File: src/rtl/sargantana_hpdc_pkg.sv
// Shared definitions for the Sargantana tile HPDcache/L1.5 glue.
// Provides the request-source port indices used by the L1.5 request
// arbiter and the tile wrapper, the port-id type, and the arbiter FSM
// state encoding.
package sargantana_hpdc_pkg;

    localparam int unsigned NUM_REQ_PORTS = 6;

    // Request sources, in descending fixed priority.
    localparam int unsigned ICACHE    = 0;
    localparam int unsigned DCACHE    = 1;
    localparam int unsigned WBUF      = 2;
    localparam int unsigned UNC_READ  = 3;
    localparam int unsigned UNC_WRITE = 4;
    localparam int unsigned AMO       = 5;

    typedef logic [$clog2(NUM_REQ_PORTS)-1:0] req_portid_t;

    typedef enum logic {
        ARB_IDLE  = 1'b0,
        ARB_ISSUE = 1'b1
    } arb_state_e;

endpackage

File: src/rtl/l15_arb_prio_sel.sv
// Two-level fixed-priority picker for the L1.5 request arbiter.
// If any port is both eligible and urgent, the lowest-index such port wins;
// otherwise the lowest-index eligible port wins.
// Ports:
//   eligible_i  - per-port eligibility (valid and credit available)
//   urgent_i    - per-port aging-saturated flag
//   gnt_o       - one-hot grant, zero when nothing is eligible
//   gnt_idx_o   - index of the granted port (0 when no grant)
//   gnt_valid_o - a grant exists this cycle
module l15_arb_prio_sel
    import sargantana_hpdc_pkg::*;
#(
    parameter int unsigned NumPorts = 6,
    parameter int unsigned IdxW     = (NumPorts > 1) ? $clog2(NumPorts) : 1
) (
    input  logic [NumPorts-1:0] eligible_i,
    input  logic [NumPorts-1:0] urgent_i,
    output logic [NumPorts-1:0] gnt_o,
    output logic [IdxW-1:0]     gnt_idx_o,
    output logic                gnt_valid_o
);

    logic [NumPorts-1:0] urg_elig;
    logic [NumPorts-1:0] cand;

    always_comb begin
        urg_elig    = eligible_i & urgent_i;
        // Urgent candidates mask out all non-urgent ones so a starving
        // low-priority port cannot be overtaken by port 0 indefinitely.
        cand        = (|urg_elig) ? urg_elig : eligible_i;
        gnt_o       = '0;
        gnt_idx_o   = '0;
        gnt_valid_o = 1'b0;
        for (int i = 0; i < int'(NumPorts); i++) begin
            if (cand[i] && !gnt_valid_o) begin
                gnt_valid_o = 1'b1;
                gnt_o[i]    = 1'b1;
                gnt_idx_o   = IdxW'(i);
            end
        end
    end

endmodule

File: src/rtl/l15_req_arbiter.sv
// Arbitrates the tile request sources onto the single OpenPiton L1.5
// request channel. Fixed priority (port 0 highest) with an age-based
// starvation escape, per-port outstanding-transaction credits, and a
// registered request held stable until the L1.5 header acknowledge.
// Ports:
//   clk_i, rst_i    - clock, synchronous active-high reset
//   req_valid_i     - per-port request valid
//   req_ready_o     - per-port accept (one-hot or zero, only in IDLE)
//   req_payload_i   - packed per-port payloads, port p at [p*PayloadWidth +: PayloadWidth]
//   l15_val_o       - request valid towards the L1.5
//   l15_payload_o   - registered payload of the issued request
//   l15_portid_o    - source port of the issued request
//   l15_ack_i       - L1.5 header acknowledge pulse
//   rtrn_valid_i    - L1.5 return completing one transaction
//   rtrn_portid_i   - port the return belongs to
//   urgent_o        - per-port aging-saturated flag
//   err_o           - sticky error: credit underflow or ack while idle
module l15_req_arbiter
    import sargantana_hpdc_pkg::*;
#(
    parameter int unsigned NumPorts       = 6,
    parameter int unsigned PayloadWidth   = 128,
    parameter int unsigned AgeThreshold   = 16,
    parameter int unsigned MaxOutstanding = 4,
    parameter int unsigned IdxW           = (NumPorts > 1) ? $clog2(NumPorts) : 1
) (
    input  logic                             clk_i,
    input  logic                             rst_i,
    input  logic [NumPorts-1:0]              req_valid_i,
    output logic [NumPorts-1:0]              req_ready_o,
    input  logic [NumPorts*PayloadWidth-1:0] req_payload_i,
    output logic                             l15_val_o,
    output logic [PayloadWidth-1:0]          l15_payload_o,
    output logic [IdxW-1:0]                  l15_portid_o,
    input  logic                             l15_ack_i,
    input  logic                             rtrn_valid_i,
    input  logic [IdxW-1:0]                  rtrn_portid_i,
    output logic [NumPorts-1:0]              urgent_o,
    output logic                             err_o
);

    localparam int unsigned CreditW = $clog2(MaxOutstanding + 1);
    localparam int unsigned AgeW    = $clog2(AgeThreshold + 1);

    arb_state_e              state_q, state_d;
    logic [PayloadWidth-1:0] payload_q, payload_d;
    logic [IdxW-1:0]         portid_q, portid_d;
    logic                    err_q, err_d;

    logic [NumPorts-1:0]     eligible;
    logic [NumPorts-1:0]     underflow;
    logic [NumPorts-1:0]     gnt;
    logic [IdxW-1:0]         gnt_idx;
    logic                    gnt_valid;
    logic                    ack_issue;

    logic [NumPorts-1:0][CreditW-1:0] credit_w;
    logic [NumPorts-1:0][AgeW-1:0]    age_w;

    // Only an ack seen while a request is in flight counts; an ack in
    // IDLE is flagged as an error and otherwise ignored.
    assign ack_issue = (state_q == ARB_ISSUE) && l15_ack_i;

    l15_arb_prio_sel #(
        .NumPorts (NumPorts),
        .IdxW     (IdxW)
    ) u_prio_sel (
        .eligible_i  (eligible),
        .urgent_i    (urgent_o),
        .gnt_o       (gnt),
        .gnt_idx_o   (gnt_idx),
        .gnt_valid_o (gnt_valid)
    );

    for (genvar p = 0; p < NumPorts; p++) begin : gen_port
        logic [CreditW-1:0] credit_q, credit_d;
        logic [AgeW-1:0]    age_q, age_d;
        logic               inc, dec, uflow;

        assign inc = ack_issue && (portid_q == IdxW'(p));
        assign dec = rtrn_valid_i && (rtrn_portid_i == IdxW'(p));

        always_comb begin
            credit_d = credit_q;
            uflow    = 1'b0;
            if (inc && !dec) begin
                if (credit_q != CreditW'(MaxOutstanding)) begin
                    credit_d = credit_q + CreditW'(1);
                end
            end else if (dec && !inc) begin
                if (credit_q == '0) begin
                    uflow = 1'b1;
                end else begin
                    credit_d = credit_q - CreditW'(1);
                end
            end
        end

        always_comb begin
            age_d = age_q;
            if (!req_valid_i[p] || req_ready_o[p]) begin
                age_d = '0;
            end else if ((state_q == ARB_IDLE) && eligible[p] &&
                         (age_q != AgeW'(AgeThreshold))) begin
                age_d = age_q + AgeW'(1);
            end
        end

        always_ff @(posedge clk_i) begin
            if (rst_i) begin
                credit_q <= '0;
                age_q    <= '0;
            end else begin
                credit_q <= credit_d;
                age_q    <= age_d;
            end
        end

        assign eligible[p]  = req_valid_i[p] && (credit_q < CreditW'(MaxOutstanding));
        assign urgent_o[p]  = (age_q == AgeW'(AgeThreshold));
        assign underflow[p] = uflow;
        assign credit_w[p]  = credit_q;
        assign age_w[p]     = age_q;
    end

    always_comb begin
        state_d     = state_q;
        payload_d   = payload_q;
        portid_d    = portid_q;
        req_ready_o = '0;
        l15_val_o   = 1'b0;
        unique case (state_q)
            ARB_IDLE: begin
                if (gnt_valid) begin
                    req_ready_o = gnt;
                    portid_d    = gnt_idx;
                    for (int i = 0; i < int'(NumPorts); i++) begin
                        if (gnt[i]) begin
                            payload_d = req_payload_i[i*PayloadWidth +: PayloadWidth];
                        end
                    end
                    state_d = ARB_ISSUE;
                end
            end
            ARB_ISSUE: begin
                l15_val_o = 1'b1;
                if (l15_ack_i) begin
                    state_d = ARB_IDLE;
                end
            end
            default: state_d = ARB_IDLE;
        endcase
        err_d = err_q | (|underflow) | ((state_q == ARB_IDLE) && l15_ack_i);
    end

    always_ff @(posedge clk_i) begin
        if (rst_i) begin
            state_q   <= ARB_IDLE;
            payload_q <= '0;
            portid_q  <= '0;
            err_q     <= 1'b0;
        end else begin
            state_q   <= state_d;
            payload_q <= payload_d;
            portid_q  <= portid_d;
            err_q     <= err_d;
        end
    end

    assign l15_payload_o = payload_q;
    assign l15_portid_o  = portid_q;
    assign err_o         = err_q;

endmodule

File: config.mk
export PLATFORM = sky130hd
export DESIGN_NAME = l15_req_arbiter
export DESIGN_NICKNAME = d
export VERILOG_FILES = /design/src/rtl/sargantana_hpdc_pkg.sv /design/src/rtl/l15_arb_prio_sel.sv /design/src/rtl/l15_req_arbiter.sv
export SDC_FILE = /design/constraint.sdc
export NUM_CORES = 1
export LEC_CHECK = 0
export ABC_AREA = 1
export CELL_PAD_IN_SITES_DETAIL_PLACEMENT = 1
export CELL_PAD_IN_SITES_GLOBAL_PLACEMENT = 2
export CORE_AREA = 2 2 362 364
export CTS_CLUSTER_DIAMETER = 100
export DETAILED_ROUTE_END_ITERATION = 7
export DIE_AREA = 0 0 364 366
export DONT_BUFFER_PORTS = 1
export PLACE_DENSITY_LB_ADDON = 0.08
export SYNTH_ARGS = -nofsm -noshare
export SYNTH_HDL_FRONTEND = slang
export SYNTH_SLANG_ARGS = --single-unit
File: constraint.sdc
create_clock -name clk_i -period 2.9 [get_ports clk_i]
set_input_delay 0.435 -clock clk_i [delete_from_list [all_inputs] [get_ports clk_i]]
set_output_delay 0.435 -clock clk_i [all_outputs]
set_load 0.02 [all_outputs]
After elaboration in Yosys (flattened, before gate mapping)
Index checks and enable logic that the tools add are counted.
{"block": "totals", "reg_bits": 181, "latchBits": 0, "ram_bits": 0, "mem_bits_ro": 0, "input_bits": 781, "out_inout_bits": 145, "elab_cells": 264, "n_memories": 0}
{"block": "op_classes", "addsub": 18, "n_mul": 0, "n_div": 0, "n_lt_le_gt_ge": 6, "n_eq_ne": 40, "shift": 0, "mux": 71, "bitwise": 4, "reduce_logical": 109}
{"op": "128-bit 2-to-1 mux", "n": 6}
{"op": "3-bit 2-to-1 mux", "n": 26}
{"op": "1-bit logical AND", "n": 49}
{"op": "1-bit 2-to-1 mux", "n": 33}
{"op": "5-bit by 1-bit adder with 5-bit output, second input constant", "n": 6}
{"op": "5-bit equality test, second input constant", "n": 6}
{"op": "5-bit inequality test, second input constant", "n": 6}
{"op": "3-bit logical NOT", "n": 8}
{"op": "1-bit logical NOT", "n": 23}
{"op": "3-bit AND reduction", "n": 7}
{"op": "3-bit by 1-bit adder with 3-bit output, second input constant", "n": 6}
{"op": "3-bit < comparator, second input constant", "n": 6}
{"op": "6-bit 2-to-1 mux", "n": 3}
{"op": "3-bit inequality test, second input constant", "n": 6}
{"op": "3-bit by 1-bit subtractor with 3-bit output, second input constant", "n": 6}
{"op": "3-bit by 2-bit equality test with 1-bit output, second input constant", "n": 4}
{"op": "3-bit equality test, second input constant", "n": 4}
{"op": "2-bit by 1-bit inequality test with 1-bit output, second input constant", "n": 6}
{"op": "2-bit inequality test, second input constant", "n": 6}
{"op": "2-bit nonzero test", "n": 6}
{"op": "2-bit OR reduction", "n": 6}
{"op": "6-bit OR reduction", "n": 2}
{"op": "6-bit bitwise AND", "n": 1}
{"op": "3-bit by 1-bit equality test with 1-bit output, second input constant", "n": 2}
{"op": "7 further kinds", "n": 14}

Logic depth before layout (Yosys ltp)
{"block": "logic_depth", "word_depth": 25, "depth_mapped": 24, "ltp_nobuf": 21}

Hierarchy
Synthesis repeated with hierarchy kept, for this count alone.
{"block": "hier_totals", "cells_unflattened": 2697, "hier_area_um2": 14676.6}
{"mod": "l15_req_arbiter", "instances": 1, "cells_per_inst": 2653, "area_per_inst_um2": 14456.4, "seq_area_each_um2": 3623.5}
{"mod": "l15_arb_prio_sel", "instances": 1, "cells_per_inst": 44, "area_per_inst_um2": 220.2, "seq_area_each_um2": 0.0}

Least setup slack after synthesis
No wires, ideal clock.
{"block": "synth_path", "path_kind": "reg-to-output", "startpoint": "register gen_port[4].age_q[0]", "endpoint": "output port req_ready_o[4]", "arrival_ns": 2.035, "required_ns": 2.465, "path_slack_ns": 0.430, "stages_incl_launch_ff": 19, "path_buffers": 2, "cell_sequence": "dfxtp_1 -> inv_1 -> ha_1 -> nand2_1 -> inv_1 -> nand2_1 -> inv_2 -> nand2_1 -> nand2_1 -> inv_2 -> nand2_4 -> nand2_1 -> nand2_2 -> nand2_1 -> nor2_2 -> nand3_1 -> buf_4 -> buf_6 -> nor2_1"}
{"block": "synth_between", "elab_chain_len": 22, "elab_cells_between_ends": 23, "cone_classes": "eq/ne: 1; mux: 10; bitwise: 1; reduce/logical: 11"}
{"element": "start, declared", "line": "l15_req_arbiter.sv:77", "rtl": "logic [AgeW-1:0] age_q, age_d;"}
{"element": "start signal, assigned", "line": "l15_req_arbiter.sv:115", "rtl": "age_q <= age_d;"}
{"element": "5-bit equality test (*)", "line": "l15_req_arbiter.sv:120", "rtl": "assign urgent_o[p] = (age_q == AgeW'(AgeThreshold));"}
{"element": "named net urgent_o[4]", "line": "l15_req_arbiter.sv:38", "rtl": "output logic [NumPorts-1:0] urgent_o,"}
{"element": "6-bit bitwise AND (*)", "line": "l15_arb_prio_sel.sv:27", "rtl": "urg_elig = eligible_i & urgent_i;"}
{"element": "6-bit OR reduction", "line": "l15_arb_prio_sel.sv:30", "rtl": "cand = (|urg_elig) ? urg_elig : eligible_i;"}
{"element": "6-bit 2-to-1 mux (*)", "line": "l15_arb_prio_sel.sv:30"}
{"element": "1-bit 2-to-1 mux", "line": "l15_arb_prio_sel.sv:35", "rtl": "if (cand[i] && !gnt_valid_o) begin"}
{"element": "1-bit logical NOT", "line": "l15_arb_prio_sel.sv:35"}
{"element": "1-bit logical AND", "line": "l15_arb_prio_sel.sv:35"}
{"element": "[7 not listed]"}
{"element": "1-bit logical NOT", "line": "l15_arb_prio_sel.sv:35"}
{"element": "1-bit logical AND", "line": "l15_arb_prio_sel.sv:35"}
{"element": "1-bit 2-to-1 mux", "line": "l15_arb_prio_sel.sv:35"}
{"element": "1-bit logical NOT", "line": "l15_arb_prio_sel.sv:35"}
{"element": "1-bit logical AND", "line": "l15_arb_prio_sel.sv:35"}
{"element": "1-bit 2-to-1 mux", "line": "l15_arb_prio_sel.sv:35"}
{"element": "6-bit 2-to-1 mux (*)", "line": "l15_req_arbiter.sv:134", "rtl": "if (gnt_valid) begin"}
{"element": "6-bit 2-to-1 mux (*)", "line": "l15_req_arbiter.sv:132", "rtl": "unique case (state_q)"}
{"element": "end, declared", "line": "l15_req_arbiter.sv:30", "rtl": "output logic [NumPorts-1:0] req_ready_o,"}
Mark *: on every way through the listed nets, which the timed path passes. The rest lies on a longest branch.

Worst setup path after layout
{"block": "layout_path", "startpoint": "register gen_port[0].age_q[0]", "endpoint": "output port req_ready_o[5]"}
{"block": "layout_between", "elab_chain_len": 22, "elab_cells_between_ends": 23, "cone_classes": "eq/ne: 1; mux: 10; bitwise: 1; reduce/logical: 11"}
{"element": "start, declared", "line": "l15_req_arbiter.sv:77"}
{"element": "start signal, assigned", "line": "l15_req_arbiter.sv:115"}
{"element": "5-bit equality test (*)", "line": "l15_req_arbiter.sv:120"}
{"element": "6-bit bitwise AND (*)", "line": "l15_arb_prio_sel.sv:27"}
{"element": "6-bit OR reduction", "line": "l15_arb_prio_sel.sv:30"}
{"element": "6-bit 2-to-1 mux (*)", "line": "l15_arb_prio_sel.sv:30"}
{"element": "1-bit 2-to-1 mux", "line": "l15_arb_prio_sel.sv:35"}
{"element": "1-bit logical NOT", "line": "l15_arb_prio_sel.sv:35"}
{"element": "1-bit logical AND", "line": "l15_arb_prio_sel.sv:35"}
{"element": "1-bit 2-to-1 mux", "line": "l15_arb_prio_sel.sv:35"}
{"element": "[6 not listed]"}
{"element": "1-bit logical NOT", "line": "l15_arb_prio_sel.sv:35"}
{"element": "1-bit logical AND", "line": "l15_arb_prio_sel.sv:35"}
{"element": "1-bit 2-to-1 mux", "line": "l15_arb_prio_sel.sv:35"}
{"element": "1-bit logical NOT", "line": "l15_arb_prio_sel.sv:35"}
{"element": "1-bit logical AND", "line": "l15_arb_prio_sel.sv:35"}
{"element": "1-bit 2-to-1 mux", "line": "l15_arb_prio_sel.sv:35"}
{"element": "6-bit 2-to-1 mux (*)", "line": "l15_req_arbiter.sv:134"}
{"element": "6-bit 2-to-1 mux (*)", "line": "l15_req_arbiter.sv:132"}
Mark *: on every way between the ends. The rest lies on a longest branch, timed or not.

==> flow_metrics.py <==
metrics = {
    "route": {
        "dr.pass1.iters": 7,
        "via_per_inst": 4.204,
        "ant_nets": 0,
        "m1WireLength_um": 55750,
        "wl_met3_um": 10540,
        "highest-signal-layer": "met5",
        "dr_wl_met2_um": 70850,
        "wl_per_cell_um": 27.17,
        "drt-total-wl_um": 141800,
        "vias": 21940,
        "post-route-drc-count": 0,
        "drt_iter0_markers": 969,
    },
    "clock_tree": {
        "cts_root_buf": "clkbuf_16",
        "clock_path_buffers": 2,
        "cts_buffers": 17,
        "clock_sinks": 181,
        "cts_tree": "yes",
        "insertion_delay_ns": 0.55,
        "cts.reportedPaths.clkPinSlew_ns": 0.10,
        "htree_levels": 4,
    },
    "worst_setup_path": {
        "worstSetupPathType": "reg2out",
        "startpoint": "gen_port[0].age_q[0]",
        "crit_arrival_ns": 2.55,
        "endpoint_kind": "output port",
        "startpoint_type": "register",
        "r2r_cells": 23,
        "reg2reg_to": "l15_payload_o[126]",
        "cp-endpoint": "req_ready_o[5]",
        "cp_max_fo": 4,
        "crit_required_ns": 2.47,
        "reg2reg_slack_ns": 0.02,
        "rr_startpoint": "gen_port[4].age_q[0]",
    },
    "sta": {
        "rsz0062_at_grt": "yes",
        "max_freq_mhz": 334.9,
        "postLayoutSetupSlackWorst_ns": -0.08577,
        "post-route-min-period_ns": 2.986,
        "relSlewSlack_pct": 25.50,
        "hold_violations": 0,
        "setup_viol": 3,
        "drv_slew": 0,
        "period_share_pct": 103.0,
        "finClkSkew_ns": 0.01906,
        "whs_ns": 0.1388,
        "tightest_slew_ns": 1.114,
    },
    "placed_design": {
        "gp_congestion": 0.8632,
        "pre_cts_ws_ns": -0.3691,
        "dpl-instance-area_sq_um": 21120,
        "dp_hpwl_um": 104200,
        "portBuffers": 0,
    },
    "floorplanning": {
        "rows": 132,
        "core-area_sq_um": 129000,
        "die_height_um": 366,
        "initial_utilization_pct": 13.85,
        "die_x_um": 364,
        "pin_count": 926,
        "die-area_sq_um": 133200,
    },
    "global_route": {
        "grt_pass1_wl_um": 178800,
        "gr-total-overflow": 0,
        "grt_max_degree": 91,
        "grt_pass1_vias": 22808,
        "grt_usage_pct": 19.11,
        "antenna_found_initial": 64,
    },
    "power_and_ir_drop": {
        "finalPower_w": 0.008670,
        "ir_worst_vdd_uv": 525.4,
        "p_leak_nw": 12.36,
        "power_density_nw_per_um2": 349.0,
    },
    "layout": {
        "fill_cells": 16012,
        "layout-drive-gt1-share_pct": 16.40,
        "seq_area_sq_um": 3638,
        "multiInputGateArea_sq_um": 12260,
        "final_nets": 4249,
        "final_area_sq_um": 24840,
        "areaGrowthSynthToFinish_pct": 39.06,
    },
    "worst_hold_path": {
        "hold_path_class": "in2reg",
    },
    "logic_synthesis": {
        "yosysSeqAreaShare_pct": 20.28,
        "async_flop_share_pct": 0,
        "yosysTopAreaCellShare_pct": 20.28,
        "yosysMostFrequentCell": "nand2_1",
        "synthFlopType": "dfxtp_1",
        "postSynthAreaPerCell_sq_um": 5.301,
        "synthTopCellsByCount": "947 x nand2_1, 605 x inv_1, 458 x nor2_1",
        "syn_area_sq_um": 17860,
        "synth.area.top_cells": "dfxtp_1 20%, nand2_1 20%, inv_1 13%",
        "yosys.area.top_type": "dfxtp_1",
        "yosysWarnings": 0,
        "ys_ff_latch": 181,
        "syn_inst": 3370,
        "synth_edf_count": 0,
        "synth.distinct_cells": 38,
        "synth_nets": 4181,
    },
    "run": {
        "cap_viol_max_count": 0,
    },
    "run_status": {
        "status": "complete, but fails checks",
        "violations": "negative setup slack",
    },
}
[state kept, by name (all words and copies together), names as in the netlist]
name / flops
l15_payload_o: 128
gen_port.age_q: 30
gen_port.credit_q: 18
l15_portid_o: 3
err_o: 1
state_q: 1
[metal layers]
layer / vias to the layer above / track usage, %
met5: - / 0
met4: 48 / 7.836
met3: 169 / 6.815
met2: 689 / 33.93
met1: 10583 / 20.35
li1: 10451 / -
[worst max-delay path, cell delays in order, from the launching register on]
cell     delay, ns
dfxtp_2       0.34
inv_1         0.06
ha_4          0.16
nand2_2       0.06
inv_2         0.05
nand3_4       0.08
nand2_4       0.06
nor2_4        0.18
nand2_4       0.09
buf_6         0.15
buf_4         0.13
o21a_4        0.21
nor2_4        0.13
buf_6         0.13
nand2_8       0.07
inv_8         0.09
[power by group]
| group | switching, W | internal [W] | total, W |
|---|---|---|---|
| clock | 0.00156 | 0.00117 | 0.00273 |
| combinational | 0.00175 | 0.00101 | 0.00276 |
| sequential | 0.000498 | 0.00268 | 0.00318 |
[logic make-up after synthesis]
family	share of synthesized area (%)
compound gates	5.561
xor+xnor	1.275
fa+ha+maj	2.353
buf+inv	18.93
flops	20.28
simple gates	51.59
[cells in the final DEF, fill, tap and decap left out, types with 6 or more instances in the layout]
| cell type | count |
|---|---|
| buf_12 | 61 |
| xor2_1 | 18 |
| a21oi_1 | 130 |
| buf_6 | 31 |
| o21ai_0 | 17 |
| nand3_2 | 31 |
| nand2_4 | 11 |
| a21oi_2 | 17 |
| nand2_2 | 24 |
| ha_1 | 18 |
| nand3b_1 | 127 |
| or2_2 | 7 |
| a211oi_1 | 9 |
| nor2_1 | 431 |
| buf_4 | 132 |
| nand2_8 | 6 |
| nor2_4 | 14 |
| clkbuf_16 | 42 |
| nor2_2 | 21 |
| inv_1 | 592 |
| diode_2 | 26 |
| nand3_4 | 11 |
| nand2_1 | 913 |
| nor3_1 | 56 |
| buf_16 | 17 |
| nand3_1 | 359 |
| xnor2_1 | 8 |
| dfxtp_2 | 12 |
| nor3_4 | 36 |
| fa_1 | 6 |
| inv_2 | 13 |
| buf_8 | 6 |
| a31oi_1 | 6 |
| dfxtp_1 | 169 |
| nand4_1 | 13 |
| nor3_2 | 46 |
[area by class of cell]
type	instances	share of cell area, %
multi-input cells	2355	49.35
repair buffers	274	15.16
flip-flops and latches	181	14.65
inverters	609	9.379
well taps	1742	8.774
clock buffers	17	1.713
clock inverters	15	0.7203
diodes	26	0.2619
[metrics by stage]
stage	TNS (ns)	std cells	util (%)
final	-0.1538	5219	19.26
after CTS	-0.9520	5141	17.39
after global placement	-1.990	5069	16.37
after detailed placement	-3.802	5069	16.37
after global routing	-8.224	5214	19.25
after floorplan	0	3370	-
[repair_timing]
item                                    CTS  global route
buffers inserted                         34            27
resized for setup                        97           297
hold endpoints to repair                 88             0
endpoints found under the setup margin  109           134
gates cloned                              1            29
hold buffers                              5             0
pin swaps                                25            47
[worst min-delay path by stage]
stage	from	endpoint	slack [ns]	depth (start not counted)
after floorplan	gen_port[4].age_q[4]	gen_port[4].age_q[4]	0.45	2
after global placement	gen_port[1].age_q[1]	gen_port[1].age_q[1]	0.48	2
after detailed placement	gen_port[5].age_q[4]	gen_port[5].age_q[4]	0.50	2
after CTS	req_payload_i[765]	l15_payload_o[125]	0.08	4
after global routing	req_payload_i[764]	l15_payload_o[124]	0.1	4
final	req_payload_i[764]	l15_payload_o[124]	0.14	4
Note: power is estimated with default switching activity, not from simulation.
